File: src/rtl/cpu_hs_param_if.sv
// Memory handshake bundle between the cpu_hs_param core (master) and memory or an arbiter (slave).
interface cpu_hs_param_if #(
    parameter int DATA_W = 8,
    parameter int ADDR_W = 8
);
    logic              mem_req;
    logic              mem_we;
    logic [ADDR_W-1:0] mem_addr;
    logic [DATA_W-1:0] mem_wdata;
    logic [DATA_W-1:0] mem_rdata;
    logic              mem_ready;

    modport master (
        output mem_req, mem_we, mem_addr, mem_wdata,
        input  mem_rdata, mem_ready
    );

    modport slave (
        input  mem_req, mem_we, mem_addr, mem_wdata,
        output mem_rdata, mem_ready
    );
endinterface

File: src/rtl/cpu_hs_param.sv
// Parametrised accumulator CPU (A/B, NZVC) with req/ready memory handshake and HALT state.
// Optional retired-instruction counter output instr_cnt when CPU_INSTR_CNT_EN is defined.
module cpu_hs_param #(
    parameter int                DATA_W   = 8,
    parameter int                ADDR_W   = 8,
    parameter logic [ADDR_W-1:0] RESET_PC = '0
) (
    input  logic                  clk,
    input  logic                  reset,
    cpu_hs_param_if.master        mem,
    output logic                  halted,
    output logic [ADDR_W-1:0]     pc_o,
    output logic [DATA_W-1:0]     a_o,
    output logic [DATA_W-1:0]     b_o,
    output logic [3:0]            ccr_o
`ifdef CPU_INSTR_CNT_EN
    ,
    output logic [31:0]           instr_cnt
`endif
);

    localparam int                MSB = DATA_W - 1;
    localparam logic [DATA_W-1:0] ONE = DATA_W'(1);

    localparam logic [7:0] OP_LDA_IMM = 8'h86;
    localparam logic [7:0] OP_LDA_DIR = 8'h87;
    localparam logic [7:0] OP_LDB_IMM = 8'h88;
    localparam logic [7:0] OP_LDB_DIR = 8'h89;
    localparam logic [7:0] OP_STA_DIR = 8'h96;
    localparam logic [7:0] OP_STB_DIR = 8'h97;
    localparam logic [7:0] OP_ADD     = 8'h42;
    localparam logic [7:0] OP_SUB     = 8'h43;
    localparam logic [7:0] OP_AND     = 8'h44;
    localparam logic [7:0] OP_OR      = 8'h45;
    localparam logic [7:0] OP_INCA    = 8'h46;
    localparam logic [7:0] OP_DECA    = 8'h47;
    localparam logic [7:0] OP_BRA     = 8'h20;
    localparam logic [7:0] OP_BEQ     = 8'h21;
    localparam logic [7:0] OP_BCS     = 8'h22;
    localparam logic [7:0] OP_HLT     = 8'hFF;

    typedef enum logic [2:0] {S_FETCH, S_DECODE, S_OPER, S_DATA, S_HALT} state_t;

    state_t            state_reg, state_next;
    logic [ADDR_W-1:0] pc_reg, pc_next;
    logic [ADDR_W-1:0] mar_reg, mar_next;
    logic [DATA_W-1:0] a_reg, a_next;
    logic [DATA_W-1:0] b_reg, b_next;
    logic [7:0]        ir_reg, ir_next;
    logic [3:0]        ccr_reg, ccr_next;

    logic              req_int, we_int;
    logic [ADDR_W-1:0] addr_int;
    logic [DATA_W-1:0] wdata_int;
    logic [ADDR_W-1:0] operand_addr;
    logic [ADDR_W-1:0] pc_inc;

    logic [DATA_W-1:0] add_rhs, sub_rhs, sub_diff, alu_res;
    logic [DATA_W:0]   add_sum;
    logic              alu_v, alu_c;

    // Operand word -> address: truncate or zero-extend bit by bit.
    for (genvar gi = 0; gi < ADDR_W; gi++) begin : g_operand_addr
        if (gi < DATA_W) begin : g_bit
            assign operand_addr[gi] = mem.mem_rdata[gi];
        end else begin : g_zero
            assign operand_addr[gi] = 1'b0;
        end
    end

    assign pc_inc = pc_reg + ADDR_W'(1);

    assign add_rhs  = (ir_reg == OP_INCA) ? ONE : b_reg;
    assign sub_rhs  = (ir_reg == OP_DECA) ? ONE : b_reg;
    assign add_sum  = {1'b0, a_reg} + {1'b0, add_rhs};
    assign sub_diff = a_reg - sub_rhs;

    always_comb begin
        alu_res = '0;
        alu_v   = 1'b0;
        alu_c   = 1'b0;
        case (ir_reg)
            OP_ADD, OP_INCA: begin
                alu_res = add_sum[MSB:0];
                alu_c   = add_sum[DATA_W];
                alu_v   = (a_reg[MSB] == add_rhs[MSB]) && (alu_res[MSB] != a_reg[MSB]);
            end
            OP_SUB, OP_DECA: begin
                alu_res = sub_diff;
                alu_c   = (a_reg < sub_rhs);
                alu_v   = (a_reg[MSB] != sub_rhs[MSB]) && (alu_res[MSB] != a_reg[MSB]);
            end
            OP_AND:  alu_res = a_reg & b_reg;
            OP_OR:   alu_res = a_reg | b_reg;
            default: alu_res = '0;
        endcase
    end

    always_comb begin
        state_next = state_reg;
        pc_next    = pc_reg;
        mar_next   = mar_reg;
        a_next     = a_reg;
        b_next     = b_reg;
        ir_next    = ir_reg;
        ccr_next   = ccr_reg;
        req_int    = 1'b0;
        we_int     = 1'b0;
        addr_int   = '0;
        wdata_int  = '0;
        case (state_reg)
            S_FETCH: begin
                req_int  = 1'b1;
                addr_int = pc_reg;
                if (mem.mem_ready) begin
                    ir_next    = mem.mem_rdata[7:0];
                    pc_next    = pc_inc;
                    state_next = S_DECODE;
                end
            end
            S_DECODE: begin
                state_next = S_FETCH;
                case (ir_reg)
                    OP_ADD, OP_SUB, OP_AND, OP_OR, OP_INCA, OP_DECA: begin
                        a_next   = alu_res;
                        ccr_next = {alu_res[MSB], (alu_res == '0), alu_v, alu_c};
                    end
                    OP_HLT: state_next = S_HALT;
                    OP_LDA_IMM, OP_LDB_IMM, OP_LDA_DIR, OP_LDB_DIR,
                    OP_STA_DIR, OP_STB_DIR, OP_BRA, OP_BEQ, OP_BCS:
                        state_next = S_OPER;
                    default: state_next = S_FETCH;
                endcase
            end
            S_OPER: begin
                req_int  = 1'b1;
                addr_int = pc_reg;
                if (mem.mem_ready) begin
                    pc_next    = pc_inc;
                    state_next = S_FETCH;
                    case (ir_reg)
                        OP_LDA_IMM: a_next = mem.mem_rdata;
                        OP_LDB_IMM: b_next = mem.mem_rdata;
                        OP_LDA_DIR, OP_LDB_DIR, OP_STA_DIR, OP_STB_DIR: begin
                            mar_next   = operand_addr;
                            state_next = S_DATA;
                        end
                        OP_BRA: pc_next = operand_addr;
                        OP_BEQ: if (ccr_reg[2]) pc_next = operand_addr;
                        OP_BCS: if (ccr_reg[0]) pc_next = operand_addr;
                        default: state_next = S_FETCH;
                    endcase
                end
            end
            S_DATA: begin
                req_int   = 1'b1;
                addr_int  = mar_reg;
                we_int    = (ir_reg == OP_STA_DIR) || (ir_reg == OP_STB_DIR);
                wdata_int = (ir_reg == OP_STB_DIR) ? b_reg : a_reg;
                if (mem.mem_ready) begin
                    if (ir_reg == OP_LDA_DIR) a_next = mem.mem_rdata;
                    if (ir_reg == OP_LDB_DIR) b_next = mem.mem_rdata;
                    state_next = S_FETCH;
                end
            end
            S_HALT:  state_next = S_HALT;
            default: state_next = S_FETCH;
        endcase
    end

    always_ff @(posedge clk) begin
        if (reset) begin
            state_reg <= S_FETCH;
            pc_reg    <= RESET_PC;
            mar_reg   <= '0;
            a_reg     <= '0;
            b_reg     <= '0;
            ir_reg    <= '0;
            ccr_reg   <= '0;
        end else begin
            state_reg <= state_next;
            pc_reg    <= pc_next;
            mar_reg   <= mar_next;
            a_reg     <= a_next;
            b_reg     <= b_next;
            ir_reg    <= ir_next;
            ccr_reg   <= ccr_next;
        end
    end

    // Reset masks the bus combinationally so an in-flight request vanishes immediately.
    assign mem.mem_req   = req_int && !reset;
    assign mem.mem_we    = we_int && !reset;
    assign mem.mem_addr  = reset ? '0 : addr_int;
    assign mem.mem_wdata = reset ? '0 : wdata_int;
    assign halted        = (state_reg == S_HALT) && !reset;
    assign pc_o          = pc_reg;
    assign a_o           = a_reg;
    assign b_o           = b_reg;
    assign ccr_o         = ccr_reg;

`ifdef CPU_INSTR_CNT_EN
    logic        retire;
    logic [31:0] instr_cnt_reg;

    assign retire = (state_reg inside {S_DECODE, S_OPER, S_DATA}) &&
                    (state_next inside {S_FETCH, S_HALT});

    always_ff @(posedge clk) begin
        if (reset) begin
            instr_cnt_reg <= '0;
        end else if (retire) begin
            instr_cnt_reg <= instr_cnt_reg + 32'd1;
        end
    end

    assign instr_cnt = instr_cnt_reg;
`else
    // No instruction counter in this build.
`endif

endmodule

File: src/flat_wrapper.sv
// flat-port wrapper written by rule: the top's interface ports become plain ports
module cpu_hs_param_flat 
#(
    parameter int                DATA_W   = 8,
    parameter int                ADDR_W   = 8,
    parameter logic [ADDR_W-1:0] RESET_PC = '0
)
  (clk, reset, halted, pc_o, a_o, b_o, ccr_o, mem_mem_req, mem_mem_we, mem_mem_addr, mem_mem_wdata, mem_mem_rdata, mem_mem_ready);
  cpu_hs_param_if #(.DATA_W(DATA_W), .ADDR_W(ADDR_W)) mem_i ();
  input  logic clk;
  input  logic reset;
  output logic halted;
  output logic [ADDR_W-1:0] pc_o;
  output logic [DATA_W-1:0] a_o;
  output logic [DATA_W-1:0] b_o;
  output logic [3:0] ccr_o;
  output wire logic [$bits(mem_i.mem_req)-1:0] mem_mem_req;
  output wire logic [$bits(mem_i.mem_we)-1:0] mem_mem_we;
  output wire logic [$bits(mem_i.mem_addr)-1:0] mem_mem_addr;
  output wire logic [$bits(mem_i.mem_wdata)-1:0] mem_mem_wdata;
  input wire logic [$bits(mem_i.mem_rdata)-1:0] mem_mem_rdata;
  input wire logic [$bits(mem_i.mem_ready)-1:0] mem_mem_ready;
  assign mem_mem_req = mem_i.mem_req;
  assign mem_mem_we = mem_i.mem_we;
  assign mem_mem_addr = mem_i.mem_addr;
  assign mem_mem_wdata = mem_i.mem_wdata;
  assign mem_i.mem_rdata = mem_mem_rdata;
  assign mem_i.mem_ready = mem_mem_ready;
  cpu_hs_param #(.DATA_W(DATA_W), .ADDR_W(ADDR_W), .RESET_PC(RESET_PC)) u_core (.clk(clk), .reset(reset), .mem(mem_i), .halted(halted), .pc_o(pc_o), .a_o(a_o), .b_o(b_o), .ccr_o(ccr_o));
endmodule
File: config.mk
export PLATFORM = sky130hd
export DESIGN_NAME = cpu_hs_param_flat
export DESIGN_NICKNAME = d
export VERILOG_FILES = /design/src/rtl/cpu_hs_param_if.sv /design/src/rtl/cpu_hs_param.sv /design/src/flat_wrapper.sv
export SDC_FILE = /design/constraint.sdc
export NUM_CORES = 1
export LEC_CHECK = 0
export ABC_AREA = 1
export BUFFER_PORTS_ARGS = -buffer_cell sky130_fd_sc_hd__buf_2
export CAP_MARGIN = 20
export CORE_MARGIN = 2
export CORE_UTILIZATION = 55
export CTS_CLUSTER_SIZE = 24
export DETAILED_ROUTE_END_ITERATION = 6
export HOLD_SLACK_MARGIN = 0.03
export PLACE_DENSITY = 0.83
export SLEW_MARGIN = 20
export SYNTH_ARGS = -nofsm -noshare
export SYNTH_HDL_FRONTEND = slang
export SYNTH_SLANG_ARGS = --single-unit
File: constraint.sdc
create_clock -name clk -period 8.15 [get_ports clk]
set_clock_uncertainty 0.1 [all_clocks]
set_input_delay 0.4075 -clock clk [delete_from_list [all_inputs] [get_ports clk]]
set_output_delay 0.4075 -clock clk [all_outputs]
set_load 0.02 [all_outputs]
=== Word-level counts from Yosys, hierarchy flattened ===
Index checks and enable logic that the tools add are counted.

* Bits in registers: 47
* Output and inout port bits: 47
* Word-level logic and storage cells: 106

* $add $sub $neg: 3
* $lt $le $gt $ge: 1
* Equality and inequality tests: 32
* Muxes and demuxes: 35
* Bitwise gates (word level): 2
* Reductions and logical operators: 26

{| class="wikitable"
|+ Operators by type and width
! cell !! number
|-
| 2-to-1 mux 8 bit || 19
|-
| == test 8 bit, second input constant || 7
|-
| == test 8 x 7 -> 1 bit, second input constant || 6
|-
| case mux 8 bit (2 select lines) || 3
|-
| case mux 8 bit (3 select lines) || 2
|-
| case mux 8 bit (4 select lines) || 1
|-
| == test 8 x 6 -> 1 bit, second input constant || 3
|-
| case mux 3 bit (5 select lines) || 1
|-
| != test 2 bit, second input constant || 5
|-
| adder 8 x 8 -> 9 bit || 1
|-
| 2-to-1 mux 3 bit || 3
|-
| AND reduction 3 bit || 3
|-
| OR reduction 9 bit || 1
|-
| adder 8 x 1 -> 8 bit, second input constant || 1
|-
| bitwise AND 8 bit || 1
|-
| zero test 8 bit || 1
|-
| < comparator 8 bit || 1
|-
| OR 8 bit || 1
|-
| subtractor 8 bit || 1
|-
| == test 3 x 2 -> 1 bit, second input constant || 2
|-
| != test 2 x 1 -> 1 bit, second input constant || 3
|-
| case mux 3 bit (2 select lines) || 1
|-
| AND reduction 6 bit || 1
|-
| OR reduction 2 bit || 3
|-
| 18 further kinds || 28
|}

=== Longest topological paths before layout ===
Gate-level depths: netlist of run 1.

* Word-level depth: 6
* Gate-level depth with buffers: 19
* Depth with buffers taken out: 18

=== Worst setup path before layout of run 1 ===
No wires, ideal clock.

* Path kind: reg-to-reg
* From: register u_core.ir_reg[7]
* To: register u_core.ccr_reg[2] (netlist: u_core.ccr_o[2])
* Data arrival time: 2.386 ns
* Data required time: 7.979 ns
* Path slack: 5.593 ns
* Cell stages (with the launch flop): 16
* Buffers on the path: 0
* Period minus slack after synthesis: 2.557 ns
* Cell sequence: dfxtp_1 -> inv_2 -> nand2_1 -> nor2_8 -> nand2_1 -> nor2_1 -> nor2_1 -> fa_1 -> or2_2 -> nand3_1 -> nand2_1 -> nor2_1 -> nand2_1 -> nor2_1 -> nand3_1 -> a21oi_1

* Longest elaborated chain between the ends: 5
* Elaborated cells on any way between the ends: 16
* Classes of those cells: add/sub (2); eq/ne (6); mux (3); reduce/logical (5)

{| class="wikitable"
|+ RTL lines
! element !! line !! RTL
|-
| start: declaration || cpu_hs_param.sv:49 || <nowiki>logic [7:0] ir_reg, ir_next;</nowiki>
|-
| start signal: assignment || cpu_hs_param.sv:186 || <nowiki>ir_reg <= ir_next;</nowiki>
|-
| == test 8 x 7 -> 1 bit, on equally long branches || - ||
|-
| 2-to-1 mux 8 bit, on equally long branches || cpu_hs_param.sv:74, cpu_hs_param.sv:73 ||
|-
| subtractor 8 bit or adder 8 x 8 -> 9 bit (tied branches) || cpu_hs_param.sv:76, cpu_hs_param.sv:75 ||
|-
| case mux 8 bit (4 select lines) || cpu_hs_param.sv:82 || <nowiki>case (ir_reg)</nowiki>
|-
| zero test 8 bit || cpu_hs_param.sv:126 || <nowiki>ccr_next = {alu_res[MSB], (alu_res == '0), alu_v, alu_c};</nowiki>
|-
| end signal: assignment || cpu_hs_param.sv:187 || <nowiki>ccr_reg <= ccr_next;</nowiki>
|-
| end: declaration || cpu_hs_param.sv:50 || <nowiki>logic [3:0] ccr_reg, ccr_next;</nowiki>
|}

Several ways; a longest one is shown, not always the timed one.
A chain may end at the register's enable or synchronous reset.

=== Final worst setup path of run 1 ===
Ends and elaborated chain as after synthesis.

==> results.py, run 1 <==
metrics = {
    "worst_setup_path": {
        "reg2reg_slack_ns": 5.10,
        "r2r-start": "u_core.ir_reg[7]",
        "endpoint_kind": "flop",
        "crit_end": "u_core.ccr_o[2]",
        "timing.rr.end": "u_core.ccr_o[2]",
        "cp_max_fo": 18,
        "crit_arrival_ns": 3.19,
        "r2r_cells": 15,
        "startpoint": "u_core.ir_reg[7]",
        "criticalPathCategory": "flop to flop",
        "critPathRequiredTime_ns": 8.29,
        "startpoint_type": "flop",
    },
    "clock_tree": {
        "ctsHoldBuffers": 0,
        "cts_setup_buffers": 0,
        "postCtsResizedCells": 0,
        "cts_tree": "done",
        "cts_sinks": 47,
        "clock_latency_ns": 0.31,
        "clk_path_buf_depth": 2,
        "cts_max_level": 2,
        "clockRootBuffer": "clkbuf_8",
        "clk_pin_slew_ns": 0.09,
        "cts_buffers": 5,
    },
    "min_path": {
        "hp-class": "primary input to flop",
    },
    "global_route": {
        "first_global_vias": 3812,
        "antenna_found_initial": 0,
        "grt_max_degree": 46,
        "grt_pass1_wl_um": 18000,
        "grt.total_usage_pct": 30.5,
        "grt-ovfl-total": 0,
    },
    "power_and_ir_drop": {
        "cellPowerDensity_nw_per_um2": 120,
        "leakage_nw": 2.02,
        "vdd_drop_max_uv": 75.5,
    },
    "final_layout": {
        "final_nets": 679,
        "postLayoutCoreUtil_pct": 62.2,
        "final_common_cell": "nand2_1",
        "antenna_cells": 0,
        "area_growth_pct": 10.9,
        "finalInstanceArea_um2": 4180,
        "final_cell_mix": "nand2_1 (132), inv_1 (79), nand3_1 (65)",
        "layout-drive-gt1-share_pct": 15.3,
    },
    "yosys": {
        "yosysSeqAreaShare_pct": 25.0,
        "synth.distinct_cells": 39,
        "yosysWarnings": 0,
        "netlist_area_um2": 3770,
        "syn-num-nets": 629,
        "avgSynthCellArea_um2": 6.30,
        "synth_flop_cell": "dfxtp_1",
        "synth-edff-count": 0,
        "ys_ff_latch": 47,
        "netlist_instances": 598,
        "synthArstFlopShare_pct": 0,
    },
    "sta": {
        "slew_headroom_pct": 46.0,
        "fmax_ghz": 0.328,
        "finalSetupViolCount": 0,
        "fin_crit_sh_pct": 37.4,
        "setup_tns_ns": 0,
        "hold_viol": 0,
        "rsz0062_at_grt": "no",
        "min_period_ns": 3.05,
        "slew_violations": 0,
        "tightest_slew_ns": 0.806,
    },
    "die": {
        "rows": 30,
        "start_util_pct": 56.1,
        "ios": 58,
        "die-area_um2": 7530,
        "die_h_um": 86.8,
        "die_x_um": 86.8,
        "core_region_area_um2": 6720,
    },
    "run_status": {
        "status": "completed",
    },
    "flow_run": {
        "maxCapViolations": 0,
    },
    "route": {
        "drt-total-wl_um": 11300,
        "post_drt_wl_per_cell_um": 15.5,
        "ant_nets": 0,
        "drc": 0,
        "dr_total_vias": 4295,
        "drt-pass1-iter-count": 5,
        "drt_iter0_markers": 370,
        "viasPerCell": 5.89,
    },
    "placement": {
        "placed_cell_area_um2": 4080,
        "port-buffer-count": 57,
        "dpl.hpwl_um": 8660,
        "place_congestion": 0.998,
    },
}
-- area by class of cell --
class,count,area [um2]
clock buffer,6,82.6
clock inverter,2,16.3
fill,645,2540
inverter,89,334
multi-input combinational,447,2410
sequential,47,941
tap,80,100
timing repair buffer,58,293
-- worst min-delay path by stage --
stage,start,endpoint,slack (ns),cells after the start
CTS,mem_mem_ready,u_core.state_reg[0],0.29,2
finish,mem_mem_ready,u_core.state_reg[0],0.29,2
floorplan,u_core.mar_reg[1],u_core.mar_reg[1],0.32,2
global placement,u_core.mar_reg[2],u_core.mar_reg[2],0.34,2
global route,mem_mem_ready,u_core.state_reg[0],0.31,2
detailed placement,u_core.mar_reg[2],u_core.mar_reg[2],0.34,2
-- kinds of logic (layout without fill, tap and decap cells) --
group	after synthesis	count (layout)	share of synthesized area [%]
buffers and inverters	104	155	11.0
flip-flops	47	47	25.0
adder cells (fa/ha/maj)	20	20	7.04
AND/OR/NAND/NOR	291	291	35.5
AO/OA/AOI/OAI	131	131	20.4
XOR/XNOR	5	5	1.16
-- synth_stat cells, types with 3 or more instances --
master	number	share of area (%)
a211oi_1	9	1.8
a21oi_1	41	5.4
a31oi_1	9	1.5
buf_2	4	0.53
buf_4	3	0.60
clkbuf_1	7	0.70
dfxtp_1	47	25
ha_1	18	6.0
inv_1	79	7.9
inv_2	9	0.90
nand2_1	132	13
nand2_4	3	0.90
nand3_1	65	8.6
nand3b_1	4	0.80
nand4_1	10	1.7
nor2_1	53	5.3
nor2_4	5	1.5
nor3_1	5	0.66
o211ai_1	7	1.4
o21ai_0	49	6.5
o21ai_2	4	0.93
o22ai_1	6	1.0
o32ai_1	3	0.70
or2_2	3	0.50
xor2_1	4	0.93
-- per-stage QoR --
| step | hold slack (ns) | setup WS [ns] | cells | total power [mW] |
|---|---|---|---|---|
| finish | 0.292 | 5.10 | 729 | 0.503 |
| global route | 0.314 | 4.84 | 729 | 0.526 |
| CTS | 0.286 | 5.14 | 729 | 0.503 |
| detailed placement | 0.344 | 5.15 | 721 | 0.355 |
| global placement | 0.335 | 5.28 | 721 | 0.352 |
| floorplan | 0.325 | 5.59 | 598 | 0.326 |
-- worst max-delay path, stage by stage (launching register included) --
cell     delay (ns)
dfxtp_1        0.33
inv_2          0.08
nand2_1        0.13
nor2_8         0.29
nand2_1        0.17
nor2_1         0.38
nor2_1         0.15
fa_1           0.42
or2_2          0.30
nand3_1        0.08
nand2_1        0.06
nor2_1         0.10
nand2_1        0.06
nor2_1         0.13
nand3_1        0.09
a21oi_1        0.12
-- power by group --
group	leakage, nW	switching [mW]	internal [mW]	total [mW]
clock	0.0474	0.0817	0.0693	0.151
combinational	1.59	0.0728	0.0297	0.102
sequential	0.382	0.0116	0.238	0.250
-- layer usage --
layer  up-vias  track usage, %  share of wire, %
li1       2102               -                 -
met1      1942            40.6                42
met2       217            50.4                47
met3        34            4.76               7.8
met4         0            10.4               3.0
met5         -               0                 0
Note: power is estimated with default switching activity, not from simulation.
==> run 2, diff against run 1 <==
- CORE_UTILIZATION: 55 -> 52
- PLACE_DENSITY: 0.83 -> 0.82
- clock period: 8.15 -> 2.8 ns (I/O delays scaled with it)
==> results.py, run 2 (synthesis results as in run 1) <==
metrics = {
    "clock_tree": {
        "clock_latency_ns": 0.30,
        "cts_tree": "done",
        "cts_buffers": 5,
        "clk_pin_slew_ns": 0.09,
        "cts_sinks": 47,
        "cts_max_level": 2,
        "clk_path_buf_depth": 2,
        "clockRootBuffer": "clkbuf_8",
    },
    "worst_setup_path": {
        "r2r-start": "u_core.ir_reg[3]",
        "criticalPathCategory": "flop to flop",
        "slowest_stage": "fa_1",
        "endpoint_kind": "flop",
        "cpPeakStageDelay_ns": 0.43,
        "r2r_cells": 14,
        "critPathTopFamily": "simple AND/OR/NAND/NOR gates",
        "cpMostUsedCell": "nand2_1",
        "crit_arrival_ns": 2.73,
        "worst-path-buf-inv": 2,
        "cp_max_fo": 5,
        "critPathRequiredTime_ns": 2.95,
        "reg2reg_slack_ns": 0.22,
        "crit_chain": "inv_2 -> nand2_4 -> nor2_1 -> nand2_1 -> nand2_1 -> ha_1 -> inv_1 -> fa_1 -> nand3_1 -> nand3_1 -> nand2_1 -> a21oi_1 -> or3_1 -> a21oi_1",
        "timing.rr.end": "u_core.ccr_o[0]",
        "startpoint_type": "flop",
    },
    "route": {
        "ant_nets": 0,
        "drc": 0,
        "drt-total-wl_um": 11900,
        "dr_total_vias": 4392,
        "drt_iter0_markers": 412,
        "viasPerCell": 5.80,
        "post_drt_wl_per_cell_um": 15.7,
        "drt-pass1-iter-count": 5,
    },
    "min_path": {
        "min_path_cells": 2,
        "hp-class": "primary input to flop",
        "hold_path_end": "u_core.state_reg[0]",
        "min-delay-start": "mem_mem_ready",
    },
    "final_layout": {
        "final.fill_count": 719,
        "stdcell_count": 757,
        "final_common_cell": "nand2_1",
        "area_growth_pct": 14.5,
        "final_cell_mix": "nand2_1 (130), inv_1 (79), nand3_1 (64)",
        "layout-drive-gt1-share_pct": 17.2,
        "antenna_cells": 0,
        "final_nets": 689,
    },
    "placement": {
        "port-buffer-count": 57,
        "dp_cells": 746,
        "place_congestion": 1.03,
        "dpl.hpwl_um": 8820,
    },
    "sta": {
        "hold_viol": 0,
        "finalSetupViolCount": 0,
        "tightest_slew_ns": 0.793,
        "setup_tns_ns": 0,
        "whs_ns": 0.0365,
        "slew_violations": 0,
        "min_period_ns": 2.58,
        "slew_headroom_pct": 47.0,
        "fmax_ghz": 0.387,
        "fin_crit_sh_pct": 92.2,
    },
    "die": {
        "rows": 31,
        "ios": 58,
        "die_h_um": 89.1,
        "die_x_um": 89.1,
        "die-area_um2": 7940,
        "core_region_area_um2": 7140,
        "start_util_pct": 52.8,
    },
    "power_and_ir_drop": {
        "cellPowerDensity_nw_per_um2": 358,
        "leakage_nw": 2.08,
        "vdd_drop_max_uv": 325,
    },
    "global_route": {
        "grt_pass1_wl_um": 18200,
        "grt.total_usage_pct": 29.6,
        "grt_max_degree": 46,
        "grt-ovfl-total": 0,
        "grt_util_met3_pct": 3.32,
        "grt_use_met2_pct": 51.0,
        "gr-max-usage-layer": "met2",
        "grt_util_met1_pct": 38.6,
        "antenna_found_initial": 0,
        "first_global_vias": 3814,
    },
    "flow_run": {
        "maxCapViolations": 0,
    },
    "run_status": {
        "status": "completed",
    },
}
[run 2: layout make-up]
class,instances,area [um2],share of cell area (%)
Sequential cell,47,942,21.8
Clock inverter,2,37.5,0.870
Multi-Input combinational cell,447,2440,56.6
Tap cell,99,124,2.87
Timing Repair Buffer,68,368,8.52
Inverter,89,334,7.74
Clock buffer,5,68.8,1.59
[run 2: report_power, final]
group          switching, mW  internal (mW)
Clock                  0.241          0.261
Sequential            0.0342          0.694
Combinational          0.219         0.0967
Total                  0.494           1.05
[run 2: repair_timing]
action | CTS | global route
hold endpoints to repair | 0 | 0
hold buffers | 0 | 0
setup endpoints to repair | 0 | 4
gates resized for setup | 0 | 6
setup buffers | 0 | 4
[run 2: metrics by stage]
| step | total power, mW | util [%] | setup slack, ns | area, um2 |
|---|---|---|---|---|
| 2_1_floorplan | 0.948 | - | 0.243 | 3770 |
| 3_3_place_gp | 1.03 | 58.2 | 0.271 | 4150 |
| 3_5_place_dp | 1.04 | 58.2 | 0.174 | 4150 |
| 4_1_cts | 1.53 | 59.6 | 0.187 | 4260 |
| 5_1_grt | 1.62 | 60.5 | -0.0308 | 4320 |
| 6_report | 1.55 | 60.5 | 0.218 | 4320 |
[run 2: layer usage]
metal / wire (um) / vias up / share of wire, %
met5: 0 / - / 0
met4: 256 / 0 / 2.2
met3: 954 / 28 / 8.0
met2: 5750 / 242 / 48
met1: 4900 / 2009 / 41
li1: - / 2113 / -
[run 2: how the worst max path moves through the flow]
stage                           startpoint              end  slack (ns)  cells after the start
after floorplan           u_core.ir_reg[7]  u_core.ccr_o[2]        0.24                     15
after global placement    u_core.ir_reg[3]  u_core.ccr_o[2]        0.27                     15
after detailed placement  u_core.ir_reg[3]  u_core.ccr_o[2]        0.17                     16
after CTS                 u_core.ir_reg[3]  u_core.ccr_o[2]        0.19                     16
after global routing      u_core.ir_reg[3]  u_core.ccr_o[2]       -0.03                     18
final                     u_core.ir_reg[3]  u_core.ccr_o[0]        0.22                     14
